--- config.mk ---
export PLATFORM = sky130hd
export DESIGN_NAME = regularization
export DESIGN_NICKNAME = d
export VERILOG_FILES = /design/src/rtl/regularization_pkg.sv /design/src/rtl/regularization_lane.sv /design/src/rtl/regularization.sv
export SDC_FILE = /design/constraint.sdc
export NUM_CORES = 1
export LEC_CHECK = 0
export ABC_CLOCK_PERIOD_IN_PS = 2700
export BUFFER_PORTS_ARGS = -buffer_cell sky130_fd_sc_hd__buf_4
export CORE_MARGIN = 3
export CORE_UTILIZATION = 45
export DETAILED_ROUTE_END_ITERATION = 7
export GPL_ROUTABILITY_DRIVEN = 0
export GPL_TIMING_DRIVEN = 1
export PLACE_DENSITY_LB_ADDON = 0.25
export SYNTH_ARGS = -nofsm -noshare
export SYNTH_HDL_FRONTEND = slang
export SYNTH_SLANG_ARGS = --single-unit
--- constraint.sdc ---
create_clock -name i_clk -period 2.7 [get_ports i_clk]
set_input_delay 0.27 -clock i_clk [delete_from_list [all_inputs] [get_ports i_clk]]
set_output_delay 0.27 -clock i_clk [all_outputs]
set_load 0.005 [all_outputs]
--- src/rtl/regularization_pkg.sv ---
// Shared helpers for the regularization block.
// Holds only a width-sizing function; all tunable constants stay module parameters.
package regularization_pkg;

   // Bits needed to hold values 0..max_val, never less than one bit.
   function automatic int unsigned ctr_width(input int unsigned max_val);
      int unsigned w;
      w = $clog2(max_val + 1);
      return (w < 1) ? 1 : w;
   endfunction

endpackage : regularization_pkg

--- src/rtl/regularization_lane.sv ---
// One-bit debounce-and-hold-off lane.
// Ports:
//   i_clk    - clock, rising edge
//   i_reset  - asynchronous active-low reset
//   i_signal - raw input bit, sampled every edge
//   o_signal - regularized bit, straight from a flop
// A change is accepted after DEBOUNCE_TIME consecutive differing samples; the
// output is then frozen for DELAY edges before counting may start again.
module regularization_lane
   import regularization_pkg::*;
#(
   parameter int unsigned DEBOUNCE_TIME = 2,
   parameter int unsigned DELAY         = 100
) (
   input  logic i_clk,
   input  logic i_reset,
   input  logic i_signal,
   output logic o_signal
);

   localparam int unsigned CNT_W  = ctr_width(DEBOUNCE_TIME);
   localparam int unsigned HOLD_W = ctr_width(DELAY);

   // Count value at which the next differing sample completes the debounce.
   localparam logic [CNT_W-1:0]  CNT_LAST  = CNT_W'(DEBOUNCE_TIME - 1);
   localparam logic [HOLD_W-1:0] HOLD_LOAD = HOLD_W'(DELAY);

   logic              out_q,  out_d;
   logic [CNT_W-1:0]  cnt_q,  cnt_d;
   logic [HOLD_W-1:0] hold_q, hold_d;

   // Next-state: hold-off has priority, then stability counting.
   // cnt never passes CNT_LAST (it clears on acceptance) and hold only
   // decrements while nonzero, so neither counter can wrap.
   always_comb begin
      out_d  = out_q;
      cnt_d  = cnt_q;
      hold_d = hold_q;
      if (hold_q != '0) begin
         hold_d = hold_q - HOLD_W'(1);
         cnt_d  = '0;
      end else if (i_signal == out_q) begin
         cnt_d = '0;
      end else if (cnt_q == CNT_LAST) begin
         out_d  = i_signal;
         cnt_d  = '0;
         hold_d = HOLD_LOAD;
      end else begin
         cnt_d = cnt_q + CNT_W'(1);
      end
   end

   // Lane state registers.
   always_ff @(posedge i_clk or negedge i_reset) begin
      if (!i_reset) begin
         out_q  <= 1'b0;
         cnt_q  <= '0;
         hold_q <= '0;
      end else begin
         out_q  <= out_d;
         cnt_q  <= cnt_d;
         hold_q <= hold_d;
      end
   end

   assign o_signal = out_q;

endmodule : regularization_lane

--- src/rtl/regularization.sv ---
// N independent debounce/hold-off lanes for sign or condition bits.
// Ports:
//   i_clk    - clock, rising edge
//   i_reset  - asynchronous active-low reset
//   i_signal - N raw bits, sampled every edge
//   o_signal - N regularized bits, each driven from a lane flop
module regularization #(
   parameter int unsigned DEBOUNCE_TIME = 2,
   parameter int unsigned DELAY         = 100,
   parameter int unsigned N             = 2
) (
   input  logic         i_clk,
   input  logic         i_reset,
   input  logic [N-1:0] i_signal,
   output logic [N-1:0] o_signal
);

   // Lanes share nothing but clock and reset.
   for (genvar g = 0; g < int'(N); g++) begin : g_lane
      regularization_lane #(
         .DEBOUNCE_TIME (DEBOUNCE_TIME),
         .DELAY         (DELAY)
      ) u_lane (
         .i_clk    (i_clk),
         .i_reset  (i_reset),
         .i_signal (i_signal[g]),
         .o_signal (o_signal[g])
      );
   end

endmodule : regularization

Word-level counts from Yosys, hierarchy flattened

Index checks and enable logic that the tools add are counted.

Add/subtract/negate cells: 4
Bitwise logic cells: 4
Reduce and logical (&&, ||, !) cells: 8
Equal/unequal tests: 6
Muxes and demuxes: 12

Operators with widths:

| operator            | count |
|---|---|
| $mux 7              | 6 |
| $reduce_bool 7->1   | 2 |
| $sub 7x1->7 const B | 2 |
| $mux 2              | 6 |
| $reduce_and 3->1    | 2 |
| $add 2x1->2 const B | 2 |
| $eq 2x1->1 const B  | 2 |
| $ne 2x1->1 const B  | 2 |
| $not 1->1           | 4 |
| $reduce_and 2->1    | 2 |
| $reduce_bool 2->1   | 2 |
| $eq 1x1->1          | 2 |

Word-level logic and storage cells: 40
Output and inout bits: 2
Bits in registers: 20
Bits of input ports: 4

Depth between registers and ports, before layout

Gate-level depths: netlist (run 1).

Word-level depth: 4
Depth in mapped cells: 5
Mapped depth without buffers: 5

Modules after synthesis

A second synthesis (run 1) with hierarchy kept.

Cells, all modules: 91
Area total of the unflattened synthesis: 1,053.5 um2

Modules (own cells, without submodules):

| module                                  | times used | sequential area each (um2) | area an instance (um2) | cells an instance |
|---|---|---|---|---|
| regularization_lane at g_lane[0].u_lane | 1          | 250.2                      | 529.3                  | 46 |
| regularization_lane at g_lane[1].u_lane | 1          | 250.2                      | 524.3                  | 45 |

Worst setup path before layout (run 1)

Ideal clock, no wire load.

Path kind: register to register
Start point: register g_lane[0].u_lane.hold_q[3]
End point: register g_lane[0].u_lane.out_q
Path slack: 683 ps
Cell stages (with the launch flop): 5
Required time: 2,575 ps
Data arrival time: 1,892 ps
Path buffers: 1
Library setup time: 125 ps
Period minus slack after synthesis: 2,017 ps
Cells stage by stage: dfrtp_1 > or4_4 > buf_6 > or4b_4 > mux2_4

Longest elaborated chain between the ends: 3

RTL lines:

| what                       | RTL line                  | source |
|---|---|---|
| start: declaration         | regularization_lane.sv:30 | `logic [HOLD_W-1:0] hold_q, hold_d;` |
| start signal: assignment   | regularization_lane.sv:62 | `hold_q <= hold_d;` |
| $reduce_bool 7->1          | regularization_lane.sv:39 | `if (hold_q != '0) begin` |
| $not 1->1 (no line)        | -                         |  |
| $reduce_and 3->1 (no line) | -                         |  |
| end signal: assignment     | regularization_lane.sv:60 | `out_q <= out_d;` |
| end: declaration           | regularization_lane.sv:28 | `logic out_q, out_d;` |

No other way between the ends.
A chain may end at the register's enable or synchronous reset.

Worst setup path in the final report (run 1)

Ends and elaborated chain as after synthesis.

==> results.json, run 1 <==
{
  "fill_cells": 227,
  "p_sw_share_pct": 22.4,
  "crit_fanout": 8,
  "routed_via_density": 5.81,
  "clk_pin_slew_ns": 0.11,
  "worstHoldStart": "i_signal[1]",
  "slew_headroom_pct": 60.8,
  "required_ns": 2.90,
  "switchingPower_mw": 0.103,
  "critPathCaptureType": "register",
  "worstSkewPairLatency_ns": 0.31,
  "coreArea_um2": 2250,
  "arrival_ns": 2.22,
  "nets": 116,
  "clock_sinks": 20,
  "fmax_ghz": 0.497,
  "ff2ff_setup_slack_ns": 0.69,
  "r2r_cells": 3,
  "critPathLaunchType": "register",
  "grt_first_pass_wirelength_um": 3360,
  "share_clk_of_total_power_pct": 31.6,
  "hold_end": "g_lane[1].u_lane.o_signal$_DFFE_PN0P_",
  "period_share_pct": 74.6,
  "n_antenna_cell": 0,
  "critPathSlowestCell": "or4_4",
  "numPortBuffers": 5,
  "remaining_drc_errors": 0,
  "synthDistinctLibCells": 42,
  "ios": 6,
  "ys_seq_elements": 20,
  "maxCapViolCount": 0,
  "drv_slew": 0,
  "place_hpwl_um": 1480,
  "numCtsBuffers": 3,
  "yosysWarnings": 0,
  "netlist_instances": 100,
  "wl_um": 2000,
  "hold_viol_final": 0,
  "powerDensity_nw_per_um2": 396,
  "cts_tree": "built",
  "place_area_um2": 1130,
  "p_int_mw": 0.357,
  "whs_path_depth": 2,
  "grt_max_degree": 21,
  "syn_area_um2": 1080,
  "tns_ns": 0,
  "r2r-end": "g_lane[0].u_lane.o_signal$_DFFE_PN0P_",
  "synth_nets": 108,
  "die_w_um": 55.0,
  "p_comb_share_pct": 3.2,
  "tightest_slew_ns": 0.582,
  "worstReg2RegStart": "g_lane[0].u_lane.hold_q[3]$_DFFE_PN0P_",
  "post-cts-setup-buffers": 0,
  "path_cells": "or4_4 > or4b_4 > mux2_4",
  "drive_above_1_share_pct": 15.1,
  "finalSetupViolCount": 0,
  "dieArea_um2": 3030,
  "antenna_found_initial": 0,
  "grt_pass1_vias": 764,
  "drt_iter0_markers": 16,
  "avgSynthCellArea_um2": 10.8,
  "cts_buffer_depth": 2,
  "outcome": "completed",
  "worst-setup-path-type": "reg -> reg",
  "ys_seq_area_share_pct": 46.3,
  "min_path_type": "in -> reg",
  "power.leakage_nw": 0.492,
  "rows": 17,
  "root_buffer": "clkbuf_4",
  "p_seq_share_pct": 65.2,
  "wl_per_cell_um": 14.9,
  "area_growth_pct": 7.29,
  "h-tree-depth": 1,
  "grt_usage_pct": 15.8,
  "worst_clock_skew_ns": 0.00103,
  "ir_worst_vdd_mv": 0.266,
  "num_vias": 779,
  "initial_core_util_pct": 47.9,
  "ant_nets": 0,
  "critPathMaxStageDelay_ns": 0.60,
  "first_pass_iters": 4,
  "fin_crit_ns": 2.01,
  "grt_overflow": 0,
  "die_h_um": 55.0,
  "grt_setup_unrepaired": "false",
  "fin_area_um2": 1160
}
-- cell type report --
class / count / area (um^2) / share of cell area (%)
Clock buffer: 3 / 22.5 / 1.94
Inverter: 8 / 30.0 / 2.59
Multi-Input combinational cell: 69 / 524 / 45.2
Sequential cell: 20 / 500 / 43.2
Tap cell: 28 / 35.0 / 3.02
Timing Repair Buffer: 6 / 47.5 / 4.10
-- synthesized netlist by cell type --
cell       count  share of area (%)
nand2_1        2               0.69
o41ai_1        2                1.6
o211ai_1       3                2.1
dfrtp_1       20                 46
or2_2          1               0.58
nand2b_1       2                1.2
or4_4          1                1.0
a21boi_0       2                1.4
a21bo_2        1               0.93
a211oi_1       3                2.1
buf_4          2                1.4
nor2_1         6                2.1
buf_6          1                1.0
mux2_2         3                3.1
nor3b_1        1               0.69
inv_1          8                2.8
or4_1          2                1.4
or4b_4         1                1.3
mux2_4         1                1.4
a21oi_1        1               0.46
nand4_1        1               0.58
xor2_1         2                1.6
a2111oi_0      1               0.81
nor2b_1        3                1.7
or2_1          1               0.58
or3_1          1               0.58
a22o_1         1               0.81
o21ai_0        1               0.46
o221ai_1       1               0.81
nand4b_1       2                1.6
mux2_1         1                1.0
ha_1           4                4.6
xnor2_1        3                2.4
nand3_1        3                1.4
o2bb2ai_1      1               0.81
o31ai_1        1               0.69
a41oi_1        1               0.81
nor4_1         1               0.58
o21ai_1        3                1.4
nor4b_1        1               0.81
and4b_1        1               0.93
nor3_1         3                1.4
-- repair_timing --
item	CTS	global route
hold buffers	1	0
hold endpoints to repair	20	0
gates resized for setup	0	0
-- placed cells by master, fill, tap and decap left out, types with 2 or more instances in the layout --
master / n
dfrtp_1: 20
inv_1: 8
nor2_1: 6
buf_4: 5
ha_1: 4
nor2b_1: 3
xnor2_1: 3
nor3_1: 3
a211oi_1: 3
mux2_2: 3
o21ai_1: 3
nand3_1: 3
o211ai_1: 3
clkbuf_4: 3
nand2_1: 2
xor2_1: 2
nand2b_1: 2
or4_1: 2
a21boi_0: 2
o41ai_1: 2
nand4b_1: 2
-- worst max-delay path: cells and delay by family, from the launching register on --
family	cells	cell delay, ns
muxes	1	0.31
DFF	1	0.44
and+or+nand+nor	2	1.17
-- registers in the layout (all words and copies together), names as in the netlist --
signal / cells
g_lane.u_lane.hold_q: 14
g_lane.u_lane.o_signal: 2
g_lane.u_lane.cnt_q: 4
-- per-layer routing --
| metal | vias to the layer above | part of all wire [%] | GRT usage [%] |
|---|---|---|---|
| met5 | - | 0 | 0 |
| met4 | 0 | 0.95 | 7.29 |
| met3 | 4 | 3.6 | 3.22 |
| met2 | 9 | 47 | 23.2 |
| met1 | 383 | 49 | 22.1 |
| li1 | 383 | - | - |
-- power by group through the flow --
stage	clock, mW	sequential (mW)	combinational [mW]
6_report	0.145	0.299	0.0148
5_1_grt	0.161	0.299	0.0169
4_1_cts	0.147	0.299	0.0157
3_5_place_dp	0	0.305	0.0146
3_3_place_gp	0	0.305	0.0142
2_1_floorplan	0	0.305	0.00315
-- worst max path at each step --
stage | from | end | slack [ns] | cells past startpoint
global placement | g_lane[0].u_lane.hold_q[3]$_DFFE_PN0P_ | g_lane[0].u_lane.o_signal$_DFFE_PN0P_ | 0.73 | 3
finish | g_lane[0].u_lane.hold_q[3]$_DFFE_PN0P_ | g_lane[0].u_lane.o_signal$_DFFE_PN0P_ | 0.69 | 3
detailed placement | g_lane[0].u_lane.hold_q[3]$_DFFE_PN0P_ | g_lane[0].u_lane.o_signal$_DFFE_PN0P_ | 0.70 | 3
floorplan | g_lane[0].u_lane.hold_q[3]$_DFFE_PN0P_ | g_lane[0].u_lane.o_signal$_DFFE_PN0P_ | 0.68 | 4
global route | g_lane[0].u_lane.hold_q[3]$_DFFE_PN0P_ | g_lane[0].u_lane.o_signal$_DFFE_PN0P_ | 0.64 | 3
CTS | g_lane[0].u_lane.hold_q[3]$_DFFE_PN0P_ | g_lane[0].u_lane.o_signal$_DFFE_PN0P_ | 0.68 | 3
-- cells by family after synthesis --
group,count (synthesis),synth area share (%)
AO/OA/AOI/OAI,22,15.2
flip-flops,20,46.3
XOR/XNOR,5,4.05
AND/OR/NAND/NOR,33,19.1
multiplexers,5,5.55
adder cells (fa/ha/maj),4,4.63
buffers and inverters,11,5.21
-- stage by stage --
stage / power (mW) / cells / hold WS, ns / util [%] / setup WS (ns)
2_1_floorplan: 0.308 / 100 / -0.0256 / - / 0.683
3_3_place_gp: 0.319 / 130 / 0.164 / 50.0 / 0.726
3_5_place_dp: 0.320 / 130 / 0.166 / 50.0 / 0.698
4_1_cts: 0.462 / 134 / 0.183 / 51.4 / 0.682
5_1_grt: 0.477 / 134 / 0.184 / 51.4 / 0.636
6_report: 0.459 / 134 / 0.184 / 51.4 / 0.687
(Power assumes the default switching activity.)
==> run 2, diff against run 1 <==
Settings changed: ABC_AREA set to 1, ABC_CLOCK_PERIOD_IN_PS 2700 to 2080.
Clock period 2.7 ns to 2.08 ns, I/O delays scaled along.
==> run 2 against run 1 <==
Net effect:
- sequential cell count unchanged
- non-clock buffer count unchanged
- sequential power rose by 130%
- die area increased by 3.2%
==> results.json, run 2 <==
{
  "outcome": "completed",
  "synthDistinctLibCells": 19,
  "min_path_type": "in -> reg",
  "grt_max_degree": 21,
  "arrival_ns": 1.69,
  "yosysWarnings": 0,
  "required_ns": 2.28,
  "grt_pass1_vias": 805,
  "post-cts-setup-buffers": 0,
  "worst_clock_skew_ns": 0.00542,
  "synth_common_cells": "nand2_1 (30), inv_1 (24), dfrtp_1 (20)",
  "yosysMostFrequentCell": "nand2_1",
  "total_power_mw": 1.56,
  "r2r_cells": 9,
  "num_vias": 843,
  "drive_above_1_share_pct": 13.8,
  "ant_nets": 0,
  "power.leakage_nw": 0.622,
  "dp_slack_ns": 0.614,
  "fin_crit_ns": 1.49,
  "crit_fanout": 9,
  "worstReg2RegStart": "g_lane[0].u_lane.hold_q[0]$_DFFE_PN0P_",
  "period_share_pct": 71.4,
  "maxCapViolCount": 0,
  "routed_via_density": 4.87,
  "n_antenna_cell": 0,
  "wl_per_cell_um": 11.1,
  "nets": 155,
  "whs_path_depth": 3,
  "rows": 17,
  "fmax_ghz": 0.673,
  "grt_setup_unrepaired": "false",
  "antenna_found_initial": 0,
  "fin_area_um2": 1210,
  "dieArea_um2": 3120,
  "syn_area_um2": 1120,
  "layout_setup_ws_ns": 0.595,
  "netlist_instances": 138,
  "utilization_pct": 53.2,
  "first_pass_iters": 4,
  "largest_reg_flops": 14,
  "r2r-end": "g_lane[0].u_lane.hold_q[6]$_DFFE_PN0P_",
  "tightest_slew_ns": 0.388,
  "cts_tree": "built",
  "worstHoldStart": "i_signal[1]",
  "drt_iter0_markers": 19,
  "ctsResizeCount": 0,
  "fill_cells": 201,
  "place_inst": 169,
  "worstSkewPairLatency_ns": 0.29,
  "ir_worst_vdd_mv": 0.684,
  "avgSynthCellArea_um2": 8.11,
  "yosys.area.top_type": "dfrtp_1",
  "grt_overflow": 0,
  "ios": 6,
  "ys_seq_elements": 20,
  "die_h_um": 55.9,
  "area_growth_pct": 8.04,
  "tns_ns": 0,
  "largest-register": "g_lane.u_lane.hold_q",
  "clock_sinks": 20,
  "wl_um": 1920,
  "grt_usage_pct": 14.3,
  "slew_headroom_pct": 73.9,
  "ff2ff_setup_slack_ns": 0.59,
  "holdWs_ns": 0.166,
  "powerDensity_nw_per_um2": 1290,
  "die_w_um": 55.9,
  "hold_viol_final": 0,
  "remaining_drc_errors": 0,
  "root_buffer": "clkbuf_4",
  "layout_common_cells": "nand2_1 (30), inv_1 (24), dfrtp_1 (20)",
  "synth.area.top_cells": "dfrtp_1 (45%), nand2_1 (10%), inv_1 (8.0%)",
  "h-tree-depth": 1,
  "ys_seq_area_share_pct": 44.7,
  "coreArea_um2": 2280,
  "hold_end": "g_lane[1].u_lane.o_signal$_DFFE_PN0P_",
  "ctsHoldBuffers": 1,
  "place_hpwl_um": 1440,
  "numPortBuffers": 5,
  "synth_nets": 146,
  "numCtsBuffers": 3,
  "initial_core_util_pct": 49.2,
  "ys.flop_type": "dfrtp_1",
  "fin_cells": 173,
  "worst-setup-path-type": "reg -> reg",
  "critPathCaptureType": "register",
  "synth_top_area_share_pct": 44.7,
  "layout_commonest_cell": "nand2_1",
  "synth_edf_count": 0,
  "cts_buffer_depth": 2,
  "postSynth.asyncResetShare_pct": 100,
  "finalSetupViolCount": 0,
  "drv_slew": 0,
  "grt_first_pass_wirelength_um": 3530,
  "place_area_um2": 1180,
  "critPathLaunchType": "register",
  "clk_pin_slew_ns": 0.11
}
-- run 2: per-layer routing --
layer | routed length, um | global-route usage (%) | vias to the layer above
li1 | - | - | 440
met1 | 964 | 19.6 | 388
met2 | 885 | 22.0 | 13
met3 | 51 | 2.78 | 2
met4 | 18 | 6.10 | 0
met5 | 0 | 0 | -
-- run 2: where the power goes --
group / internal (mW) / leakage, nW / switching [mW]
combinational: 0.274 / 0.364 / 0.419
clock: 0.0674 / 0.0138 / 0.112
sequential: 0.542 / 0.245 / 0.147
-- run 2: cell type report --
| class | count | area, um^2 | share of cell area, % |
|---|---|---|---|
| well taps | 28 | 35.0 | 2.90 |
| inverters | 26 | 103 | 8.48 |
| flip-flops and latches | 20 | 500 | 41.4 |
| repair buffers | 6 | 47.5 | 3.93 |
| clock buffers | 3 | 22.5 | 1.86 |
| multi-input cells | 90 | 502 | 41.5 |
-- run 2: how the worst max path moves through the flow --
stage / startpoint / end / slack (ns) / cells after the start
floorplan: g_lane[0].u_lane.hold_q[0]$_DFFE_PN0P_ / g_lane[0].u_lane.hold_q[5]$_DFFE_PN0P_ / 0.77 / 9
global placement: g_lane[0].u_lane.hold_q[0]$_DFFE_PN0P_ / g_lane[0].u_lane.hold_q[6]$_DFFE_PN0P_ / 0.64 / 9
detailed placement: g_lane[0].u_lane.hold_q[0]$_DFFE_PN0P_ / g_lane[0].u_lane.hold_q[6]$_DFFE_PN0P_ / 0.61 / 9
CTS: g_lane[0].u_lane.hold_q[0]$_DFFE_PN0P_ / g_lane[0].u_lane.hold_q[6]$_DFFE_PN0P_ / 0.58 / 9
global route: g_lane[0].u_lane.hold_q[0]$_DFFE_PN0P_ / g_lane[0].u_lane.hold_q[6]$_DFFE_PN0P_ / 0.45 / 9
finish: g_lane[0].u_lane.hold_q[0]$_DFFE_PN0P_ / g_lane[0].u_lane.hold_q[6]$_DFFE_PN0P_ / 0.59 / 9
-- run 2: logic make-up after synthesis --
group | after synthesis | share of synthesized area (%)
simple gates | 76 | 33.2
buf+inv | 28 | 10.5
flops | 20 | 44.7
xor+xnor | 6 | 4.69
compound gates | 4 | 2.46
fa+ha+maj | 4 | 4.47
-- run 2: critical path: stages, from the launching register on --
cell and delay, ns:
dfrtp_1 0.39, inv_1 0.16, ha_1 0.18, inv_1 0.04
nor2_1 0.16, nand3_4 0.16, inv_4 0.11, o21ai_2 0.08
nand2_1 0.08, inv_1 0.03
